--- src/rtl/cache_arb_pkg.sv ---
// Shared types and constants for the two-port cache arbiter.
package cache_arb_pkg;

   typedef enum logic [1:0] {
      IDLE  = 2'd0,
      ISSUE = 2'd1,
      WAIT  = 2'd2,
      RESP  = 2'd3
   } arb_state_e;

   localparam logic MODE_READ  = 1'b0;
   localparam logic MODE_WRITE = 1'b1;

   // Index (0 or 1) of the owner encoded in a one-hot grant vector.
   function automatic logic owner_of(input logic [1:0] onehot);
      return onehot[1];
   endfunction

endpackage

--- src/rtl/cache_port_arbiter_if.sv ---
// Arbiter-to-controller bus: request fields out, Wait/hit flags/data back.
interface cache_port_arbiter_if #(
   parameter int AW = 32,
   parameter int DW = 8
);
   logic          c_mode;
   logic [AW-1:0] c_address;
   logic [DW-1:0] c_data_in;
   logic          c_wait;
   logic          c_hit1;
   logic          c_hit2;
   logic [DW-1:0] c_data_out;

   modport master (
      output c_mode, c_address, c_data_in,
      input  c_wait, c_hit1, c_hit2, c_data_out
   );

   modport slave (
      input  c_mode, c_address, c_data_in,
      output c_wait, c_hit1, c_hit2, c_data_out
   );
endinterface

--- src/rtl/rr_arb2.sv ---
// Combinational two-way round-robin pick; on a tie the port that did not own last wins.
module rr_arb2 (
   input  logic       req0,
   input  logic       req1,
   input  logic       last_owner,
   output logic [1:0] grant_next
);

   // Priority flips on contention, otherwise the lone requester wins.
   always_comb begin
      grant_next = 2'b00;
      if (req0 && req1) begin
         grant_next = last_owner ? 2'b01 : 2'b10;
      end else if (req0) begin
         grant_next = 2'b01;
      end else if (req1) begin
         grant_next = 2'b10;
      end else begin
         grant_next = 2'b00;
      end
   end

endmodule

--- src/rtl/cache_port_arbiter.sv ---
// Shares one cache_controller port between instruction fetch (port 0) and data (port 1),
// holding the request stable through Wait and aborting via a watchdog.
module cache_port_arbiter
   import cache_arb_pkg::*;
#(
   parameter int AW      = 32,
   parameter int DW      = 8,
   parameter int TIMEOUT = 255
) (
   input  logic          clk,
   input  logic          reset,
   input  logic          req0,
   input  logic          mode0,
   input  logic [AW-1:0] addr0,
   input  logic [DW-1:0] wdata0,
   input  logic          req1,
   input  logic          mode1,
   input  logic [AW-1:0] addr1,
   input  logic [DW-1:0] wdata1,
   output logic          done0,
   output logic          done1,
   output logic [DW-1:0] rdata,
   output logic          hit1_o,
   output logic          hit2_o,
   output logic          err,
   output logic [1:0]    grant,
   cache_port_arbiter_if.master ctrl
);

   localparam int             WD_W     = (TIMEOUT > 0) ? $clog2(TIMEOUT + 1) : 1;
   localparam logic           WD_EN    = (TIMEOUT > 0) ? 1'b1 : 1'b0;
   localparam logic [WD_W-1:0] WD_MAX   = {WD_W{1'b1}};
   localparam logic [WD_W-1:0] WD_LIMIT = WD_W'(TIMEOUT);

   arb_state_e      state_r, state_next_s;
   logic [1:0]      grant_next_s;
   logic [1:0]      grant_r;
   logic            last_owner_r;
   logic [WD_W-1:0] wd_r, wd_next_s;
   logic            timeout_s;
   logic            c_mode_r;
   logic [AW-1:0]   c_address_r;
   logic [DW-1:0]   c_data_in_r;
   logic            done0_r, done1_r;
   logic [DW-1:0]   rdata_r;
   logic            hit1_r, hit2_r, err_r;

   rr_arb2 u_rr_arb2 (
      .req0       (req0),
      .req1       (req1),
      .last_owner (last_owner_r),
      .grant_next (grant_next_s)
   );

   // Saturating watchdog increment and abort detection.
   always_comb begin
      wd_next_s = wd_r;
      timeout_s = 1'b0;
      if (wd_r == WD_MAX) begin
         wd_next_s = wd_r;
      end else begin
         wd_next_s = wd_r + WD_W'(1);
      end
      if (WD_EN && (wd_next_s == WD_LIMIT)) begin
         timeout_s = 1'b1;
      end else begin
         timeout_s = 1'b0;
      end
   end

   // State register.
   always_ff @(posedge clk or posedge reset) begin
      if (reset) begin
         state_r <= IDLE;
      end else begin
         state_r <= state_next_s;
      end
   end

   // Next-state decode.
   always_comb begin
      state_next_s = state_r;
      case (state_r)
         IDLE: begin
            if (req0 || req1) begin
               state_next_s = ISSUE;
            end else begin
               state_next_s = IDLE;
            end
         end
         ISSUE: state_next_s = WAIT;
         WAIT: begin
            if (!ctrl.c_wait || timeout_s) begin
               state_next_s = RESP;
            end else begin
               state_next_s = WAIT;
            end
         end
         RESP:    state_next_s = IDLE;
         default: state_next_s = IDLE;
      endcase
   end

   // Request latching, watchdog, response capture and done pulses.
   always_ff @(posedge clk or posedge reset) begin
      if (reset) begin
         grant_r      <= 2'b00;
         last_owner_r <= 1'b1;
         wd_r         <= '0;
         c_mode_r     <= MODE_READ;
         c_address_r  <= '0;
         c_data_in_r  <= '0;
         done0_r      <= 1'b0;
         done1_r      <= 1'b0;
         rdata_r      <= '0;
         hit1_r       <= 1'b0;
         hit2_r       <= 1'b0;
         err_r        <= 1'b0;
      end else begin
         case (state_r)
            IDLE: begin
               done0_r <= 1'b0;
               done1_r <= 1'b0;
               if (req0 || req1) begin
                  grant_r      <= grant_next_s;
                  last_owner_r <= owner_of(grant_next_s);
                  c_mode_r     <= grant_next_s[1] ? mode1  : mode0;
                  c_address_r  <= grant_next_s[1] ? addr1  : addr0;
                  c_data_in_r  <= grant_next_s[1] ? wdata1 : wdata0;
               end else begin
                  c_mode_r <= MODE_READ;
               end
            end
            ISSUE: begin
               wd_r <= '0;
            end
            WAIT: begin
               if (!ctrl.c_wait) begin
                  rdata_r <= ctrl.c_data_out;
                  hit1_r  <= ctrl.c_hit1;
                  hit2_r  <= ctrl.c_hit2;
                  err_r   <= 1'b0;
                  done0_r <= grant_r[0];
                  done1_r <= grant_r[1];
               end else begin
                  wd_r <= wd_next_s;
                  if (timeout_s) begin
                     rdata_r <= '0;
                     hit1_r  <= 1'b0;
                     hit2_r  <= 1'b0;
                     err_r   <= 1'b1;
                     done0_r <= grant_r[0];
                     done1_r <= grant_r[1];
                  end
               end
            end
            RESP: begin
               done0_r  <= 1'b0;
               done1_r  <= 1'b0;
               grant_r  <= 2'b00;
               c_mode_r <= MODE_READ;
            end
            default: begin
               done0_r  <= 1'b0;
               done1_r  <= 1'b0;
               grant_r  <= 2'b00;
               c_mode_r <= MODE_READ;
            end
         endcase
      end
   end

   assign done0          = done0_r;
   assign done1          = done1_r;
   assign rdata          = rdata_r;
   assign hit1_o         = hit1_r;
   assign hit2_o         = hit2_r;
   assign err            = err_r;
   assign grant          = grant_r;
   assign ctrl.c_mode    = c_mode_r;
   assign ctrl.c_address = c_address_r;
   assign ctrl.c_data_in = c_data_in_r;

endmodule

--- src/flat_wrapper.sv ---
// flat-port wrapper written by rule: the top's interface ports become plain ports
module cache_port_arbiter_flat import cache_arb_pkg::*;
#(
   parameter int AW      = 32,
   parameter int DW      = 8,
   parameter int TIMEOUT = 255
)
  (clk, reset, req0, mode0, addr0, wdata0, req1, mode1, addr1, wdata1, done0, done1, rdata, hit1_o, hit2_o, err, grant, ctrl_c_mode, ctrl_c_address, ctrl_c_data_in, ctrl_c_wait, ctrl_c_hit1, ctrl_c_hit2, ctrl_c_data_out);
  cache_port_arbiter_if #(.AW(AW), .DW(DW)) ctrl_i ();
  input  logic clk;
  input  logic reset;
  input  logic req0;
  input  logic mode0;
  input  logic [AW-1:0] addr0;
  input  logic [DW-1:0] wdata0;
  input  logic req1;
  input  logic mode1;
  input  logic [AW-1:0] addr1;
  input  logic [DW-1:0] wdata1;
  output logic done0;
  output logic done1;
  output logic [DW-1:0] rdata;
  output logic hit1_o;
  output logic hit2_o;
  output logic err;
  output logic [1:0] grant;
  output wire logic [$bits(ctrl_i.c_mode)-1:0] ctrl_c_mode;
  output wire logic [$bits(ctrl_i.c_address)-1:0] ctrl_c_address;
  output wire logic [$bits(ctrl_i.c_data_in)-1:0] ctrl_c_data_in;
  input wire logic [$bits(ctrl_i.c_wait)-1:0] ctrl_c_wait;
  input wire logic [$bits(ctrl_i.c_hit1)-1:0] ctrl_c_hit1;
  input wire logic [$bits(ctrl_i.c_hit2)-1:0] ctrl_c_hit2;
  input wire logic [$bits(ctrl_i.c_data_out)-1:0] ctrl_c_data_out;
  assign ctrl_c_mode = ctrl_i.c_mode;
  assign ctrl_c_address = ctrl_i.c_address;
  assign ctrl_c_data_in = ctrl_i.c_data_in;
  assign ctrl_i.c_wait = ctrl_c_wait;
  assign ctrl_i.c_hit1 = ctrl_c_hit1;
  assign ctrl_i.c_hit2 = ctrl_c_hit2;
  assign ctrl_i.c_data_out = ctrl_c_data_out;
  cache_port_arbiter #(.AW(AW), .DW(DW), .TIMEOUT(TIMEOUT)) u_core (.clk(clk), .reset(reset), .req0(req0), .mode0(mode0), .addr0(addr0), .wdata0(wdata0), .req1(req1), .mode1(mode1), .addr1(addr1), .wdata1(wdata1), .done0(done0), .done1(done1), .rdata(rdata), .hit1_o(hit1_o), .hit2_o(hit2_o), .err(err), .grant(grant), .ctrl(ctrl_i));
endmodule
--- config.mk ---
export PLATFORM = sky130hd
export DESIGN_NAME = cache_port_arbiter_flat
export DESIGN_NICKNAME = d
export VERILOG_FILES = /design/src/rtl/cache_arb_pkg.sv /design/src/rtl/cache_port_arbiter_if.sv /design/src/rtl/rr_arb2.sv /design/src/rtl/cache_port_arbiter.sv /design/src/flat_wrapper.sv
export SDC_FILE = /design/constraint.sdc
export NUM_CORES = 1
export LEC_CHECK = 0
export ABC_AREA = 1
export CAP_MARGIN = 20
export CORE_MARGIN = 2
export CORE_UTILIZATION = 37
export DETAILED_ROUTE_END_ITERATION = 10
export GPL_TIMING_DRIVEN = 0
export HOLD_SLACK_MARGIN = 0.02
export PLACE_DENSITY = 0.86
export SYNTH_ARGS = -nofsm -noshare
export SYNTH_HDL_FRONTEND = slang
export SYNTH_SLANG_ARGS = --single-unit
--- constraint.sdc ---
create_clock -name clk -period 2 [get_ports clk]
set_input_delay 0.4 -clock clk [delete_from_list [all_inputs] [get_ports clk]]
set_output_delay 0.4 -clock clk [all_outputs]
set_load 0.005 [all_outputs]
## After elaboration in Yosys (flattened, before gate mapping)

Index checks and enable logic that the tools add are counted.

- Word-level logic and storage cells: 68
- Register bits after elaboration: 67
- Output and inout bits: 56
- Bits of input ports: 97

- Reduce and logical (&&, ||, !) cells: 14
- Mux-type cells: 31
- $add $sub $neg: 1
- Equality and inequality tests: 9

Operator list:

| operator | number |
|---|---|
| $mux 8 | 5 |
| $mux 32 | 1 |
| $eq 8x8->1 const B | 2 |
| $pmux 8 s2 | 1 |
| $mux 1 | 14 |
| $mux 2 | 5 |
| $reduce_and 2->1 | 5 |
| $add 8x1->8 const B | 1 |
| $pmux 2 s4 | 1 |
| $pmux 1 s2 | 3 |
| $reduce_bool 2->1 | 3 |
| $eq 2x2->1 const B | 2 |
| $ne 2x1->1 const B | 2 |
| $pmux 2 s2 | 1 |
| $ne 3x2->1 const B | 1 |
| $eq 2x1->1 const B | 1 |
| $logic_not 2->1 | 1 |
| $logic_or 1x1->1 | 2 |
| $ne 2x2->1 const B | 1 |
| $reduce_or 2->1 | 1 |
| $logic_and 1x1->1 | 1 |
| $logic_not 1->1 | 1 |

## Depth between registers and ports, before layout

- Depth after elaboration: 7
- Depth in mapped cells: 13
- Mapped depth without buffers: 13

## By module

Synthesis repeated with hierarchy kept, for this count alone.

- Cell total of the unflattened synthesis: 442
- Area, all modules: 3,439.5 µm²

Modules (own cells, without submodules):

| module | cells each | sequential area each (µm²) | times used | area an instance (µm²) |
|---|---|---|---|---|
| cache_port_arbiter | 437 | 1,677.9 | 1 | 3,418.3 |
| rr_arb2 | 5 | 0.0 | 1 | 21.3 |

## Worst setup path before layout

Ideal clock, no wire load.

- Path type: reg-to-reg
- Start point: reg u_core.wd_r[0]
- End point: reg u_core.hit1_r, in the netlist u_core.hit1_o
- Data arrival time: 1.520 ns
- Clock period less this slack: 1.637 ns
- Setup slack: 0.363 ns
- Path buffers: 1
- Data required time: 1.883 ns
- Setup time: 0.117 ns
- Cell stages (with the launch flop): 13
- Cell sequence: dfrtp_1 ha_1 nand3_1 inv_2 nand2_4 nand2_1 nand2_1 nand2_1 nor2_1 nand3_2 buf_6 nand3_1 nand2_1

- Cells in the longest elaborated chain, start to end: 6
- Elaborated cells between the ends (all ways): 7
- Classes of those cells: 1 x add/sub; 3 x eq/ne; 2 x mux; 1 x reduce/logical

Ends and longest elaborated chain:

| item | RTL line | text |
|---|---|---|
| start: declaration | cache_port_arbiter.sv:39 | `logic [WD_W-1:0] wd_r, wd_next_s;` |
| start signal: assignment | cache_port_arbiter.sv:146 | `wd_r <= wd_next_s;` |
| $add 8x1->8 / $eq 8x8->1 (equally long branches) | cache_port_arbiter.sv:62, cache_port_arbiter.sv:59 |  |
| $mux 8 (*) | cache_port_arbiter.sv:59 | `if (wd_r == WD_MAX) begin` |
| $eq 8x8->1 (*) | cache_port_arbiter.sv:64 | `if (WD_EN && (wd_next_s == WD_LIMIT)) begin` |
| $mux 1 (*) | cache_port_arbiter.sv:64 |  |
| $ne 2x1->1 (no source line) (*) | - |  |
| $reduce_and 2->1 (no source line) (*) | - |  |
| end signal: assignment | cache_port_arbiter.sv:140 | `hit1_r <= ctrl.c_hit1;` |
| end: declaration | cache_port_arbiter.sv:46 | `logic hit1_r, hit2_r, err_r;` |

Every way passes the cells marked *; elsewhere a longest branch is shown, timed or not.
A chain may end at the register's enable or synchronous reset.

## Worst setup path in the final report

- Start point: reg u_core.wd_r[0]
- End point: reg u_core.rdata_r[2], in the netlist u_core.rdata[2]

- Cells in the longest elaborated chain, start to end: 6
- Elaborated cells between the ends (all ways): 7
- Classes of those cells: 1 x add/sub; 3 x eq/ne; 2 x mux; 1 x reduce/logical

Ends and longest elaborated chain:

| item | RTL line | text |
|---|---|---|
| $add 8x1->8 / $eq 8x8->1 (equally long branches) | cache_port_arbiter.sv:62, cache_port_arbiter.sv:59 |  |
| $mux 8 (*) | cache_port_arbiter.sv:59 |  |
| $eq 8x8->1 (*) | cache_port_arbiter.sv:64 |  |
| $mux 1 (*) | cache_port_arbiter.sv:64 |  |
| $ne 2x1->1 (no source line) (*) | - |  |
| $reduce_and 2->1 (no source line) (*) | - |  |
| end signal: assignment | cache_port_arbiter.sv:139 | `rdata_r <= ctrl.c_data_out;` |
| end: declaration | cache_port_arbiter.sv:45 | `logic [DW-1:0] rdata_r;` |

Marked as above.

==> results.yml <==
clock_tree:
  clk_latency_ns: 0.33
  clockBufferDepth: 2
  cts_sinks: 67
  ctsRootBufferMaster: "clkbuf_8"
  htreeDepth: 3
  hold_buffers: 0
  cts_made_buffers: 9
  cts_tree: "built"
  clkTransAtPathRegs_ns: 0.07
worst_setup_path:
  arrival_ns: 2.04
  crit_type: "reg2reg"
  required_ns: 2.21
  start_kind: "flip-flop"
  r2r_setup_slack_ns: 0.17
  reg2regPathDepth: 11
  worst_r2r_endpoint: "u_core.rdata[2]"
  critPathMaxFanout: 10
  reg2reg_from: "u_core.wd_r[0]"
  cp-end-kind: "flip-flop"
final_layout:
  nets: 675
  syn_to_final_growth_pct: 59.3
  fin_util_pct: 59.9
  instances_no_fill: 685
  layout-drive-gt1-share_pct: 6.07
  antenna_cells: 0
  stdcell_area_mm2: 0.00515
place:
  globalplace.congestion: 0.888
  io_buffers: 152
  pre_cts_slack_ns: -0.214
  placed_area_mm2: 0.00491
  dp_cells: 668
  hpwlAfterDp_um: 7290
min_path:
  hold_depth: 2
  hold_end: "u_core.done1"
  min_path_type: "reg2reg"
  hp-start: "u_core.done1"
floorplanning:
  design.die.area_mm2: 0.00951
  initial_core_util_pct: 37.6
  core-area_mm2: 0.00859
  rows: 34
  pin_count: 153
  fp.dieH_um: 97.5
  die-width_um: 97.5
synth:
  ys_seq_elements: 67
  netlist.top_cell.by_area: "dfrtp_1"
  synthTopCellsByArea: "dfrtp_1 51%, o21ai_0 14%, nand2_1 13%, nor2_1 5.5%, nand3_1 3.2%"
  yosysSeqAreaShare_pct: 51.9
  synth_warnings: 0
  netlist_instances: 407
  yosysTopAreaCellShare_pct: 51.1
  synth.distinct_cells: 25
  synth_nets: 510
  postSynthAreaPerCell_um2: 7.95
  syn_area_mm2: 0.00323
route:
  antenna_left: 0
  wl_per_cell_um: 14.0
  drc: 0
  wl_met2_um: 4800
  dr.max_layer_used: "met4"
  drt_pass1_iterations: 4
  drt_iter0_markers: 141
  met1_length_um: 3870
  wl_met3_um: 679
  wl_um: 9590
  vias_per_cell: 4.90
  vias: 3358
timing:
  setup_tns_ns: 0
  finalHoldViolations: 0
  fin_ws_ns: 0.166
  tightest_slew_ns: 0.876
  fin_crit_sh_pct: 91.7
  finalSetupViolations: 0
  maxSlewViolCount: 0
  period_minus_slack_ns: 1.83
  max_freq_ghz: 0.545
  finClkSkew_ns: 0.0113
  finalHoldWorstSlack_ns: 0.477
  grt_setup_unrepaired: "false"
  maxSlewHeadroom_pct: 41.0
global_route:
  grt_max_degree: 40
  antenna_found_initial: 0
  grt_pass1_wl_um: 15700
  first_global_vias: 3394
  grt_overflow: 0
  grt_use_total_pct: 20.3
run_status:
  outcome: "complete, no violations"
job:
  cap_violations: 0
power_and_ir_drop:
  power.leakage_nw: 2.29
  peakVddDrop_v: 0.000596
  fin_total_pwr_mw: 6.52
  power_density_mw_per_mm2: 1270
-- report_power, final --
| part | internal, mW | switching (mW) |
|---|---|---|
| sequential | 1.97 | 0.345 |
| clock | 0.738 | 0.505 |
| combinational | 1.58 | 1.39 |
| total | 4.28 | 2.24 |
-- critical path: stages (launching register included) --
cell     delay, ns
dfrtp_1       0.40
ha_2          0.24
nand3_1       0.12
inv_2         0.11
nand2_4       0.09
nand2_1       0.11
nand3_1       0.09
nor2_2        0.15
nand3_2       0.11
buf_6         0.16
nand3_1       0.07
nand2_1       0.06
-- logic make-up (layout without fill, tap and decap cells) --
group	after synthesis	count (layout)	synth area share, %
flops	67	67	51.9
xor+xnor	1	1	0.271
mux	1	1	0.309
fa+ha+maj	6	6	2.32
buf+inv	48	218	6.15
simple gates	187	187	23.6
compound gates	97	97	15.5
-- cells in the mapped netlist --
master    instances
nor2_1           47
nand3_2           1
o22ai_1           1
clkinv_1          1
nand4_1           2
nand3_1          21
xnor2_1           1
nand2_2           1
ha_1              6
dfrtp_1          66
inv_2             1
buf_4             1
inv_1            26
nand2_4           1
nand2_1         111
clkbuf_1         17
nor2_2            2
o41ai_1           1
nor2_4            1
dfstp_2           1
buf_6             2
a21oi_4           1
o21ai_0          89
o21ai_1           5
mux2i_1           1
-- cell type report --
type | count | area (µm²)
Sequential cell | 67 | 1680
Tap cell | 108 | 135
Buffer | 20 | 98.8
Clock buffer | 12 | 145
Timing Repair Buffer | 154 | 1550
Multi-Input combinational cell | 292 | 1360
Clock inverter | 4 | 73.8
Inverter | 28 | 109
Fill cell | 798 | 3440
-- per-layer routing --
metal | vias up | GRT usage [%]
met1 | 1562 | 23.1
met5 | - | 0
met2 | 130 | 35.2
li1 | 1644 | -
met3 | 22 | 7.55
met4 | 0 | 6.84
-- sequential cells by signal (all words and copies together) (netlist names) --
name                   cells
u_core.ctrl.c_address     32
u_core.ctrl.c_data_in      8
u_core.rdata               8
u_core.wd_r                8
u_core.grant               2
u_core.state_r             2
u_core.ctrl.c_mode         1
u_core.done0               1
u_core.done1               1
u_core.err                 1
u_core.hit1_o              1
u_core.hit2_o              1
u_core.last_owner_r        1
-- repair_timing --
| item | CTS | global route |
|---|---|---|
| gates resized for setup | 0 | 10 |
| buffers inserted | 0 | 1 |
| setup endpoints to repair | 0 | 40 |
-- worst max path at each step --
stage / startpoint / endpoint / slack [ns]
finish: u_core.wd_r[0] / u_core.rdata[2] / 0.17
global placement: req0 / u_core.ctrl.c_address[19] / -0.13
global route: u_core.state_r[1] / u_core.wd_r[7] / 0.006
CTS: u_core.wd_r[1] / u_core.hit2_o / 0.07
floorplan: u_core.wd_r[0] / u_core.hit1_o / 0.36
detailed placement: req0 / u_core.ctrl.c_data_in[1] / -0.21
-- cells in the final DEF, fill, tap and decap left out, types with 2 or more instances in the layout --
master / n
clkbuf_1: 15
nand4_1: 2
buf_4: 2
bufinv_16: 2
clkbuf_2: 4
clkdlybuf4s50_1: 152
dfrtp_1: 66
o21ai_1: 5
nor2_2: 3
buf_6: 2
inv_1: 25
nand3_1: 21
ha_1: 5
nand2_1: 111
nor2_1: 46
clkbuf_8: 10
o21ai_0: 89
Note: power is estimated with default switching activity, not from simulation.
